File: src/rtl/memoria_pkg.sv
// Shared definitions for the memoria arbiter: FSM encoding, requester ids and
// default memory geometry.
package memoria_pkg;

    localparam int unsigned DATA_WIDTH_DEF = 8;
    localparam int unsigned ADDR_WIDTH_DEF = 6;

    typedef enum logic [1:0] {
        OCIOSO   = 2'd0,
        ACESSO   = 2'd1,
        RESPOSTA = 2'd2
    } estado_t;

    localparam logic REQ_A = 1'b0;
    localparam logic REQ_B = 1'b1;

endpackage

File: src/rtl/arbitro_rr2.sv
// Two-way round-robin picker; the last-winner pointer lives in the parent.
module arbitro_rr2
    import memoria_pkg::*;
(
    input  logic i_req_a,
    input  logic i_req_b,
    input  logic i_ultimo,
    output logic o_winner_c,
    output logic o_any_c
);

    // On a tie the requester that did not win last time goes next.
    always_comb begin
        o_any_c    = i_req_a | i_req_b;
        o_winner_c = REQ_A;
        if (i_req_a && i_req_b) begin
            o_winner_c = ~i_ultimo;
        end else if (i_req_b) begin
            o_winner_c = REQ_B;
        end
    end

endmodule

File: src/rtl/memoria_arbitro.sv
// Shares one memoria between requesters A and B: round-robin grant, one access
// at a time, registered read data returned with a valid strobe.
module memoria_arbitro
    import memoria_pkg::*;
#(
    parameter int unsigned DATA_WIDTH = DATA_WIDTH_DEF,
    parameter int unsigned ADDR_WIDTH = ADDR_WIDTH_DEF
) (
    input  logic                  clock,
    input  logic                  reset,
    input  logic                  a_req,
    input  logic                  a_we,
    input  logic [ADDR_WIDTH-1:0] a_addr,
    input  logic [DATA_WIDTH-1:0] a_data,
    output logic                  a_gnt,
    output logic                  a_valid,
    output logic [DATA_WIDTH-1:0] a_saida,
    input  logic                  b_req,
    input  logic                  b_we,
    input  logic [ADDR_WIDTH-1:0] b_addr,
    input  logic [DATA_WIDTH-1:0] b_data,
    output logic                  b_gnt,
    output logic                  b_valid,
    output logic [DATA_WIDTH-1:0] b_saida,
    output logic [DATA_WIDTH-1:0] mem_data,
    output logic [ADDR_WIDTH-1:0] mem_write_addr,
    output logic [ADDR_WIDTH-1:0] mem_read_addr,
    output logic                  mem_EscMen,
    input  logic [DATA_WIDTH-1:0] mem_saida
);

    estado_t               r_estado, w_estado_nxt;
    logic                  r_ultimo, w_ultimo_nxt;
    logic                  r_id, w_id_nxt;
    logic                  r_we, w_we_nxt;
    logic [ADDR_WIDTH-1:0] r_addr, w_addr_nxt;
    logic [DATA_WIDTH-1:0] r_data, w_data_nxt;
    logic                  r_a_gnt, w_a_gnt_nxt;
    logic                  r_b_gnt, w_b_gnt_nxt;
    logic                  r_a_valid, w_a_valid_nxt;
    logic                  r_b_valid, w_b_valid_nxt;
    logic                  r_esc, w_esc_nxt;
    logic [DATA_WIDTH-1:0] r_a_saida, w_a_saida_nxt;
    logic [DATA_WIDTH-1:0] r_b_saida, w_b_saida_nxt;
    logic                  w_winner;
    logic                  w_any;
    logic                  w_we_sel;

    arbitro_rr2 u_rr (
        .i_req_a    (a_req),
        .i_req_b    (b_req),
        .i_ultimo   (r_ultimo),
        .o_winner_c (w_winner),
        .o_any_c    (w_any)
    );

    assign w_we_sel = (w_winner == REQ_B) ? b_we : a_we;

    // Next-state and next-output logic; strobes are decoded one cycle early so
    // they come straight out of flops.
    always_comb begin
        w_estado_nxt  = r_estado;
        w_ultimo_nxt  = r_ultimo;
        w_id_nxt      = r_id;
        w_we_nxt      = r_we;
        w_addr_nxt    = r_addr;
        w_data_nxt    = r_data;
        w_a_gnt_nxt   = 1'b0;
        w_b_gnt_nxt   = 1'b0;
        w_a_valid_nxt = 1'b0;
        w_b_valid_nxt = 1'b0;
        w_esc_nxt     = 1'b0;
        w_a_saida_nxt = r_a_saida;
        w_b_saida_nxt = r_b_saida;
        case (r_estado)
            OCIOSO: begin
                if (w_any) begin
                    w_estado_nxt = ACESSO;
                    w_id_nxt     = w_winner;
                    w_ultimo_nxt = w_winner;
                    w_we_nxt     = w_we_sel;
                    w_addr_nxt   = (w_winner == REQ_B) ? b_addr : a_addr;
                    w_data_nxt   = (w_winner == REQ_B) ? b_data : a_data;
                    w_a_gnt_nxt  = (w_winner == REQ_A);
                    w_b_gnt_nxt  = (w_winner == REQ_B);
                    w_esc_nxt    = w_we_sel;
                end
            end
            ACESSO: begin
                if (r_we) begin
                    w_estado_nxt = OCIOSO;
                end else begin
                    w_estado_nxt  = RESPOSTA;
                    w_a_valid_nxt = (r_id == REQ_A);
                    w_b_valid_nxt = (r_id == REQ_B);
                end
            end
            RESPOSTA: begin
                w_estado_nxt = OCIOSO;
                if (r_id == REQ_A) begin
                    w_a_saida_nxt = mem_saida;
                end else begin
                    w_b_saida_nxt = mem_saida;
                end
            end
            default: begin
                w_estado_nxt = OCIOSO;
            end
        endcase
    end

    always_ff @(posedge clock or posedge reset) begin
        if (reset) begin
            r_estado  <= OCIOSO;
            r_ultimo  <= REQ_B;
            r_id      <= REQ_A;
            r_we      <= 1'b0;
            r_addr    <= '0;
            r_data    <= '0;
            r_a_gnt   <= 1'b0;
            r_b_gnt   <= 1'b0;
            r_a_valid <= 1'b0;
            r_b_valid <= 1'b0;
            r_esc     <= 1'b0;
            r_a_saida <= '0;
            r_b_saida <= '0;
        end else begin
            r_estado  <= w_estado_nxt;
            r_ultimo  <= w_ultimo_nxt;
            r_id      <= w_id_nxt;
            r_we      <= w_we_nxt;
            r_addr    <= w_addr_nxt;
            r_data    <= w_data_nxt;
            r_a_gnt   <= w_a_gnt_nxt;
            r_b_gnt   <= w_b_gnt_nxt;
            r_a_valid <= w_a_valid_nxt;
            r_b_valid <= w_b_valid_nxt;
            r_esc     <= w_esc_nxt;
            r_a_saida <= w_a_saida_nxt;
            r_b_saida <= w_b_saida_nxt;
        end
    end

    assign a_gnt          = r_a_gnt;
    assign b_gnt          = r_b_gnt;
    assign a_valid        = r_a_valid;
    assign b_valid        = r_b_valid;
    assign mem_EscMen     = r_esc;
    assign mem_data       = r_data;
    assign mem_write_addr = r_addr;
    assign mem_read_addr  = r_addr;

    // Read data flows through during the valid cycle, then is held.
    assign a_saida = r_a_valid ? mem_saida : r_a_saida;
    assign b_saida = r_b_valid ? mem_saida : r_b_saida;

endmodule

File: config.mk
export PLATFORM = sky130hd
export DESIGN_NAME = memoria_arbitro
export DESIGN_NICKNAME = d
export VERILOG_FILES = /design/src/rtl/memoria_pkg.sv /design/src/rtl/arbitro_rr2.sv /design/src/rtl/memoria_arbitro.sv
export SDC_FILE = /design/constraint.sdc
export NUM_CORES = 1
export LEC_CHECK = 0
export ABC_AREA = 0
export CAP_MARGIN = 5
export CORE_MARGIN = 10
export CORE_UTILIZATION = 43
export CTS_CLUSTER_SIZE = 12
export DETAILED_ROUTE_END_ITERATION = 8
export GPL_TIMING_DRIVEN = 0
export HOLD_SLACK_MARGIN = 0.05
export PLACE_DENSITY = 0.81
export SYNTH_ARGS = -nofsm -noshare
export SYNTH_HDL_FRONTEND = slang
export SYNTH_HIERARCHICAL = 1
export SYNTH_SLANG_ARGS = --single-unit
File: constraint.sdc
create_clock -name clock -period 3.1 [get_ports clock]
set_clock_uncertainty 0.1 [all_clocks]
set_input_delay 0.465 -clock clock [delete_from_list [all_inputs] [get_ports clock]]
set_output_delay 0.465 -clock clock [all_outputs]
set_load 0.05 [all_outputs]
==> impl_metrics.prom, run 1 <==
# TYPE chip_impl_metric gauge
chip_impl_metric{name="hpwlAfterDp",unit="um"} 3810
chip_impl_metric{name="final.period_utilization",unit=""} 0.885
chip_impl_metric{name="synth.top_cell.area_share",unit=""} 0.508
chip_impl_info{name="worst_setup_path_end_kind",value="output pin"} 1
chip_impl_metric{name="syn_area",unit="um^2"} 1920
chip_impl_metric{name="clock_insertion_delay_worst_skew",unit="ps"} 280
chip_impl_info{name="grt_setup_unrepaired",value="no"} 1
chip_impl_metric{name="initial_core_util",unit=""} 0.441
chip_impl_metric{name="cts_setup_buffers",unit=""} 0
chip_impl_info{name="timing.rr.end",value="mem_data[7]"} 1
chip_impl_metric{name="clock_tree.buffer_depth",unit=""} 2
chip_impl_metric{name="layout_cells_sized_above_1",unit=""} 0.367
chip_impl_metric{name="r2r_slack",unit="ps"} 1340
chip_impl_info{name="holdPathEnd",value="r_estado[1]"} 1
chip_impl_info{name="post-synth-top-count-cell",value="sky130_fd_sc_hd__mux2_2"} 1
chip_impl_metric{name="die_height",unit="um"} 86.9
chip_impl_metric{name="cap_viol_max_count",unit=""} 0
chip_impl_metric{name="drt_iter0_drc",unit=""} 28
chip_impl_metric{name="grt_start_max_net_pins",unit=""} 41
chip_impl_info{name="path_class",value="flop to output pin"} 1
chip_impl_metric{name="detail_route.drc_violations",unit=""} 0
chip_impl_info{name="cts-root-buf",value="sky130_fd_sc_hd__clkbuf_8"} 1
chip_impl_info{name="hp-class",value="flop to flop"} 1
chip_impl_info{name="min-delay-start",value="r_we"} 1
chip_impl_metric{name="slew_headroom",unit=""} 0.456
chip_impl_metric{name="gpl.final_weighted_congestion",unit=""} 0.735
chip_impl_metric{name="antenna_violating_nets_post_route",unit=""} 0
chip_impl_metric{name="yosys_warnings",unit=""} 6
chip_impl_metric{name="synth_seq_area_share",unit=""} 0.521
chip_impl_metric{name="setup_total_negative_slack",unit="ps"} 0
chip_impl_metric{name="drt-pass1-iter-count",unit=""} 3
chip_impl_metric{name="clock-sinks",unit=""} 40
chip_impl_metric{name="gr-total-overflow",unit=""} 0
chip_impl_metric{name="vias_per_cell",unit=""} 4.93
chip_impl_metric{name="finalNetCount",unit=""} 260
chip_impl_metric{name="global_route_wire_length_before_repair",unit="um"} 7710
chip_impl_info{name="r2r-start",value="r_ultimo"} 1
chip_impl_metric{name="first_global_vias",unit=""} 1539
chip_impl_metric{name="post_synth_edffs",unit=""} 0
chip_impl_metric{name="cts.reportedPaths.clkPinSlew",unit="ps"} 70
chip_impl_metric{name="synth_cells",unit=""} 129
chip_impl_metric{name="cts-resized-gates",unit=""} 0
chip_impl_metric{name="cts.hold.buffers_added",unit=""} 0
chip_impl_metric{name="fp.dieW",unit="um"} 86.9
chip_impl_metric{name="ys_async_sr_fraction",unit=""} 1.00
chip_impl_metric{name="max_clock_freq",unit="GHz"} 0.364
chip_impl_metric{name="postRouteWirelength",unit="um"} 4840
chip_impl_metric{name="synth.net_count",unit=""} 171
chip_impl_metric{name="min_path_cells",unit=""} 1
chip_impl_metric{name="worst_slew_pin_slew",unit="ps"} 815
chip_impl_info{name="dominantRegCellSynth",value="sky130_fd_sc_hd__dfrtp_1"} 1
chip_impl_metric{name="synthesis.area_per_instance",unit="um^2"} 14.9
chip_impl_info{name="ys_top_cells_by_area",value="sky130_fd_sc_hd__dfrtp_1, sky130_fd_sc_hd__mux2_2, sky130_fd_sc_hd__mux2_4"} 1
chip_impl_metric{name="cts.htree.levels",unit=""} 2
chip_impl_metric{name="flow.area_growth_from_synthesis",unit="%"} 50.1
chip_impl_metric{name="yosys_register_bits",unit=""} 40
chip_impl_metric{name="cts_made_buffers",unit=""} 5
chip_impl_metric{name="synth_cell_type_count",unit=""} 20
chip_impl_metric{name="fp.dieArea",unit="um^2"} 7540
chip_impl_metric{name="number_of_pins_with_negative_max_slew_slack_in_the_final_report",unit=""} 0
chip_impl_metric{name="port_buffers",unit=""} 82
chip_impl_metric{name="via_count",unit=""} 1330
chip_impl_metric{name="count_of_pins_on_the_block_boundary",unit=""} 83
chip_impl_info{name="post_synth_most_frequent_cells",value="sky130_fd_sc_hd__mux2_2, sky130_fd_sc_hd__dfrtp_1, sky130_fd_sc_hd__buf_4, sky130_fd_sc_hd__mux2_4"} 1
chip_impl_metric{name="hold_viol_final",unit=""} 0
chip_impl_metric{name="rows",unit=""} 24
chip_impl_metric{name="finalWorstPathRequiredPeriod",unit="ps"} 2740
chip_impl_metric{name="grt_antenna_before_repair",unit=""} 0
chip_impl_metric{name="routed_wire_length_per_instance",unit="um"} 17.9
chip_impl_metric{name="setup_viol",unit=""} 0
chip_impl_metric{name="worst-endpoint-required",unit="ps"} 2530
chip_impl_metric{name="grt_util_all_layers",unit=""} 0.130
chip_impl_metric{name="ff2ff_path_depth",unit=""} 5
chip_impl_metric{name="n_antenna_cell",unit=""} 0
chip_impl_info{name="startpoint_type",value="flop"} 1
chip_impl_metric{name="critPathMaxFanout",unit=""} 8
chip_impl_metric{name="core-area",unit="um^2"} 4350
chip_impl_metric{name="crit_arrival",unit="ps"} 2180
chip_impl_info{name="yosys.area.top_type",value="sky130_fd_sc_hd__dfrtp_1"} 1
chip_impl_info{name="outcome",value="completed"} 1
chip_impl_info{name="cts_tree",value="built"} 1
[per-layer routing]
metal  global-route usage  up-vias  wire length (um)
met5                    0        -                 0
met4               0.0398        0                60
met3               0.0777        7               625
met2                0.216       61              2310
met1                0.135      644              1840
li1                     -      618                 -
[layout by cell type, fill, tap and decap left out, drive strengths merged, types with 2 or more instances in the layout]
master	instances
clkdlybuf4s50	82
mux2	62
dfrtp	39
buf	9
clkbuf	8
mux2i	2
nor2	2
and2	2
clkinv	2
nor3b	2
inv	2
[cells by family (layout without fill, tap and decap cells)]
| group | after synthesis | after routing | share of synthesized area |
|---|---|---|---|
| buf+inv | 14 | 103 | 0.0540 |
| compound gates | 1 | 1 | 0.00391 |
| simple gates | 10 | 10 | 0.0371 |
| mux | 64 | 64 | 0.383 |
| flops | 40 | 40 | 0.521 |
[critical path: stages (launching register included)]
cell and delay, ps:
sky130_fd_sc_hd__dfrtp_1 350, sky130_fd_sc_hd__clkbuf_1 430, sky130_fd_sc_hd__mux2_2 410, sky130_fd_sc_hd__clkdlybuf4s50_1 710
[stage by stage]
| step | cells | utilization | worst slack (ps) | area [um^2] | hold WS (ps) |
|---|---|---|---|---|---|
| floorplan | 129 | - | 1100 | 1920 | 323 |
| global placement | 263 | 0.645 | 579 | 2810 | 340 |
| detailed placement | 263 | 0.645 | 554 | 2810 | 358 |
| CTS | 270 | 0.663 | 337 | 2890 | 371 |
| global route | 270 | 0.663 | 288 | 2890 | 394 |
| finish | 270 | 0.663 | 355 | 2890 | 372 |
[worst max path at each step]
stage	startpoint	endpoint	slack, ps	cells after the start
after floorplan	a_valid	a_saida[0]	1100	2
after global placement	mem_saida[0]	b_saida[0]	580	3
after detailed placement	mem_saida[6]	a_saida[6]	550	3
after CTS	b_valid	b_saida[0]	340	3
after global routing	b_valid	b_saida[0]	290	3
final	b_valid	b_saida[0]	360	3
[flip-flops by register name, summed over array words and instances (netlist names)]
signal,count
r_a_saida,8
b_gnt,1
mem_data,8
b_valid,1
r_we,1
r_estado,2
r_ultimo,1
r_b_saida,8
a_gnt,1
mem_read_addr,6
r_id,1
mem_EscMen,1
a_valid,1
[cell type report]
class                   count  area, um^2
fillers                   332        1470
flip-flops and latches     40        1000
repair buffers             82         821
multi-input cells          75         816
plain buffers              11        87.6
clock buffers               6        72.6
well taps                  52        65.1
inverters                   3        16.3
clock inverters             1        5.00
Power of run 1 is left out: the tool's default activity adds up to more than one toggle a clock period on the data nets, which glitch-free logic cannot reach.
==> inputs of run 2 (changes only) <==
--- a/config.mk
+++ b/config.mk
@@ -8,12 +8,12 @@
 export ABC_AREA = 0
 export CAP_MARGIN = 5
 export CORE_MARGIN = 10
-export CORE_UTILIZATION = 43
+export CORE_UTILIZATION = 45
 export CTS_CLUSTER_SIZE = 12
 export DETAILED_ROUTE_END_ITERATION = 8
 export GPL_TIMING_DRIVEN = 0
 export HOLD_SLACK_MARGIN = 0.05
-export PLACE_DENSITY = 0.81
+export PLACE_DENSITY = 0.85
 export SYNTH_ARGS = -nofsm -noshare
 export SYNTH_HDL_FRONTEND = slang
 export SYNTH_HIERARCHICAL = 1
==> run 2 against run 1 <==
  * Highest routed layer unchanged
  * Setup slack gained 35 ps
  * Utilization grew 6.0 points
  * Routed wire length down 1.1%
  * Sequential share of layout area decreased by 0.55 points
  * Critical path depth is the same
==> impl_metrics.prom, run 2 (synthesized netlist as in run 1, its figures left out) <==
# TYPE chip_impl_metric gauge
chip_impl_metric{name="postRouteWirelength",unit="um"} 4780
chip_impl_metric{name="ff2ff_path_depth",unit=""} 5
chip_impl_metric{name="die_height",unit="um"} 85.4
chip_impl_metric{name="number_of_pins_with_negative_max_slew_slack_in_the_final_report",unit=""} 0
chip_impl_metric{name="slew_headroom",unit=""} 0.471
chip_impl_info{name="r2r-start",value="r_ultimo"} 1
chip_impl_metric{name="drt_iter0_drc",unit=""} 48
chip_impl_metric{name="critPathMaxFanout",unit=""} 8
chip_impl_metric{name="initial_core_util",unit=""} 0.474
chip_impl_metric{name="min_path_cells",unit=""} 1
chip_impl_metric{name="global_route_wire_length_before_repair",unit="um"} 8060
chip_impl_metric{name="finalWorstPathRequiredPeriod",unit="ps"} 2710
chip_impl_metric{name="grt_start_max_net_pins",unit=""} 41
chip_impl_metric{name="rows",unit=""} 23
chip_impl_metric{name="clock_insertion_delay_worst_skew",unit="ps"} 290
chip_impl_metric{name="gpl.final_weighted_congestion",unit=""} 0.756
chip_impl_metric{name="first_global_vias",unit=""} 1638
chip_impl_info{name="grt_setup_unrepaired",value="no"} 1
chip_impl_metric{name="final.period_utilization",unit=""} 0.874
chip_impl_info{name="outcome",value="completed"} 1
chip_impl_metric{name="via_count",unit=""} 1357
chip_impl_metric{name="cp.buffers_inverters",unit=""} 2
chip_impl_metric{name="setup_total_negative_slack",unit="ps"} 0
chip_impl_metric{name="cts.htree.levels",unit=""} 2
chip_impl_info{name="hp-class",value="flop to flop"} 1
chip_impl_info{name="mostFrequentLayoutCells",value="sky130_fd_sc_hd__clkdlybuf4s50_1, sky130_fd_sc_hd__mux2_2, sky130_fd_sc_hd__dfrtp_1, sky130_fd_sc_hd__buf_4, sky130_fd_sc_hd__clkbuf_8"} 1
chip_impl_metric{name="port_buffers",unit=""} 82
chip_impl_metric{name="finalNetCount",unit=""} 260
chip_impl_info{name="critPathTopFamily",value="buffers and inverters"} 1
chip_impl_metric{name="drt-pass1-iter-count",unit=""} 4
chip_impl_metric{name="detail_route.drc_violations",unit=""} 0
chip_impl_metric{name="crit_arrival",unit="ps"} 2150
chip_impl_metric{name="cts.hold.buffers_added",unit=""} 0
chip_impl_metric{name="layout_cells_sized_above_1",unit=""} 0.374
chip_impl_metric{name="hold_viol_final",unit=""} 0
chip_impl_info{name="worst_setup_path_end_kind",value="output pin"} 1
chip_impl_metric{name="count_of_pins_on_the_block_boundary",unit=""} 83
chip_impl_metric{name="setup_viol",unit=""} 0
chip_impl_metric{name="fp.dieW",unit="um"} 85.4
chip_impl_metric{name="routed_wire_length_per_instance",unit="um"} 17.8
chip_impl_metric{name="cts-resized-gates",unit=""} 0
chip_impl_metric{name="gr-total-overflow",unit=""} 0
chip_impl_metric{name="cts.reportedPaths.clkPinSlew",unit="ps"} 70
chip_impl_info{name="holdPathEnd",value="r_estado[1]"} 1
chip_impl_info{name="timing.rr.end",value="mem_data[5]"} 1
chip_impl_metric{name="worst-endpoint-required",unit="ps"} 2530
chip_impl_metric{name="cts_setup_buffers",unit=""} 0
chip_impl_metric{name="clock_tree.buffer_depth",unit=""} 2
chip_impl_info{name="min-delay-start",value="r_we"} 1
chip_impl_metric{name="grt_util_all_layers",unit=""} 0.137
chip_impl_metric{name="vias_per_cell",unit=""} 5.04
chip_impl_metric{name="r2r_slack",unit="ps"} 1380
chip_impl_metric{name="critical_path.max_stage_delay",unit="ps"} 710
chip_impl_info{name="cts-root-buf",value="sky130_fd_sc_hd__clkbuf_8"} 1
chip_impl_metric{name="flow.area_growth_from_synthesis",unit="%"} 52.5
chip_impl_info{name="cts_tree",value="built"} 1
chip_impl_metric{name="core-area",unit="um^2"} 4060
chip_impl_metric{name="n_antenna_cell",unit=""} 0
chip_impl_info{name="startpoint_type",value="flop"} 1
chip_impl_metric{name="cts_made_buffers",unit=""} 5
chip_impl_metric{name="antenna_violating_nets_post_route",unit=""} 0
chip_impl_info{name="cells_traversed_along_the_worst_timing_path",value="clkbuf_1 -> mux2_2 -> clkdlybuf4s50_1"} 1
chip_impl_info{name="critical_path.slowest_cell",value="sky130_fd_sc_hd__clkdlybuf4s50_1"} 1
chip_impl_metric{name="grt_antenna_before_repair",unit=""} 0
chip_impl_metric{name="clock-sinks",unit=""} 40
chip_impl_info{name="layout_commonest_cell",value="sky130_fd_sc_hd__clkdlybuf4s50_1"} 1
chip_impl_metric{name="hpwlAfterDp",unit="um"} 3760
chip_impl_metric{name="cap_viol_max_count",unit=""} 0
chip_impl_metric{name="worst_slew_pin_slew",unit="ps"} 793
chip_impl_info{name="path_class",value="flop to output pin"} 1
chip_impl_metric{name="fp.dieArea",unit="um^2"} 7280
chip_impl_metric{name="max_clock_freq",unit="GHz"} 0.369
==> run 2: cell types whose count changed in the layout (fill, tap and decap cells not counted), sizes merged <==
| cell | change |
|---|---|
| clkbuf | +1 |
| bufinv | +1 |
| clkinv | -1 |
==> run 2: final cells by class <==
cell class | count | area (um^2)
fill | 263 | 1130
multi-input combinational | 75 | 816
tap | 50 | 62.6
clock buffer | 7 | 96.3
inverter | 3 | 16.3
buffer | 11 | 87.6
clock inverter | 1 | 30.0
sequential | 40 | 1000
timing repair buffer | 82 | 821
==> run 2: metal layers <==
layer	wire [um]	part of all wire	GRT usage
met1	1840	0.38	0.141
met2	2320	0.49	0.232
met3	592	0.12	0.0784
met4	33	0.0069	0.0359
met5	0	0	0
==> run 2: worst max-delay path by stage <==
| stage | startpoint | endpoint | slack [ps] | depth (start not counted) |
|---|---|---|---|---|
| 6_report | a_valid | a_saida[3] | 390 | 3 |
| 5_1_grt | a_valid | a_saida[6] | 310 | 3 |
| 4_1_cts | a_valid | a_saida[3] | 320 | 3 |
| 3_5_place_dp | mem_saida[3] | a_saida[3] | 560 | 3 |
| 3_3_place_gp | mem_saida[3] | a_saida[3] | 580 | 3 |
| 2_1_floorplan | a_valid | a_saida[0] | 1100 | 2 |
==> run 2: through the flow <==
step / hold slack [ps] / utilization / cell area [um^2] / cells / setup slack [ps]
after floorplan: 323 / - / 1920 / 129 / 1100
after global placement: 343 / 0.691 / 2810 / 261 / 580
after detailed placement: 351 / 0.691 / 2810 / 261 / 555
after CTS: 361 / 0.722 / 2930 / 269 / 317
after global routing: 400 / 0.722 / 2930 / 269 / 306
final: 363 / 0.722 / 2930 / 269 / 390
Power of run 2 is left out for the same reason.
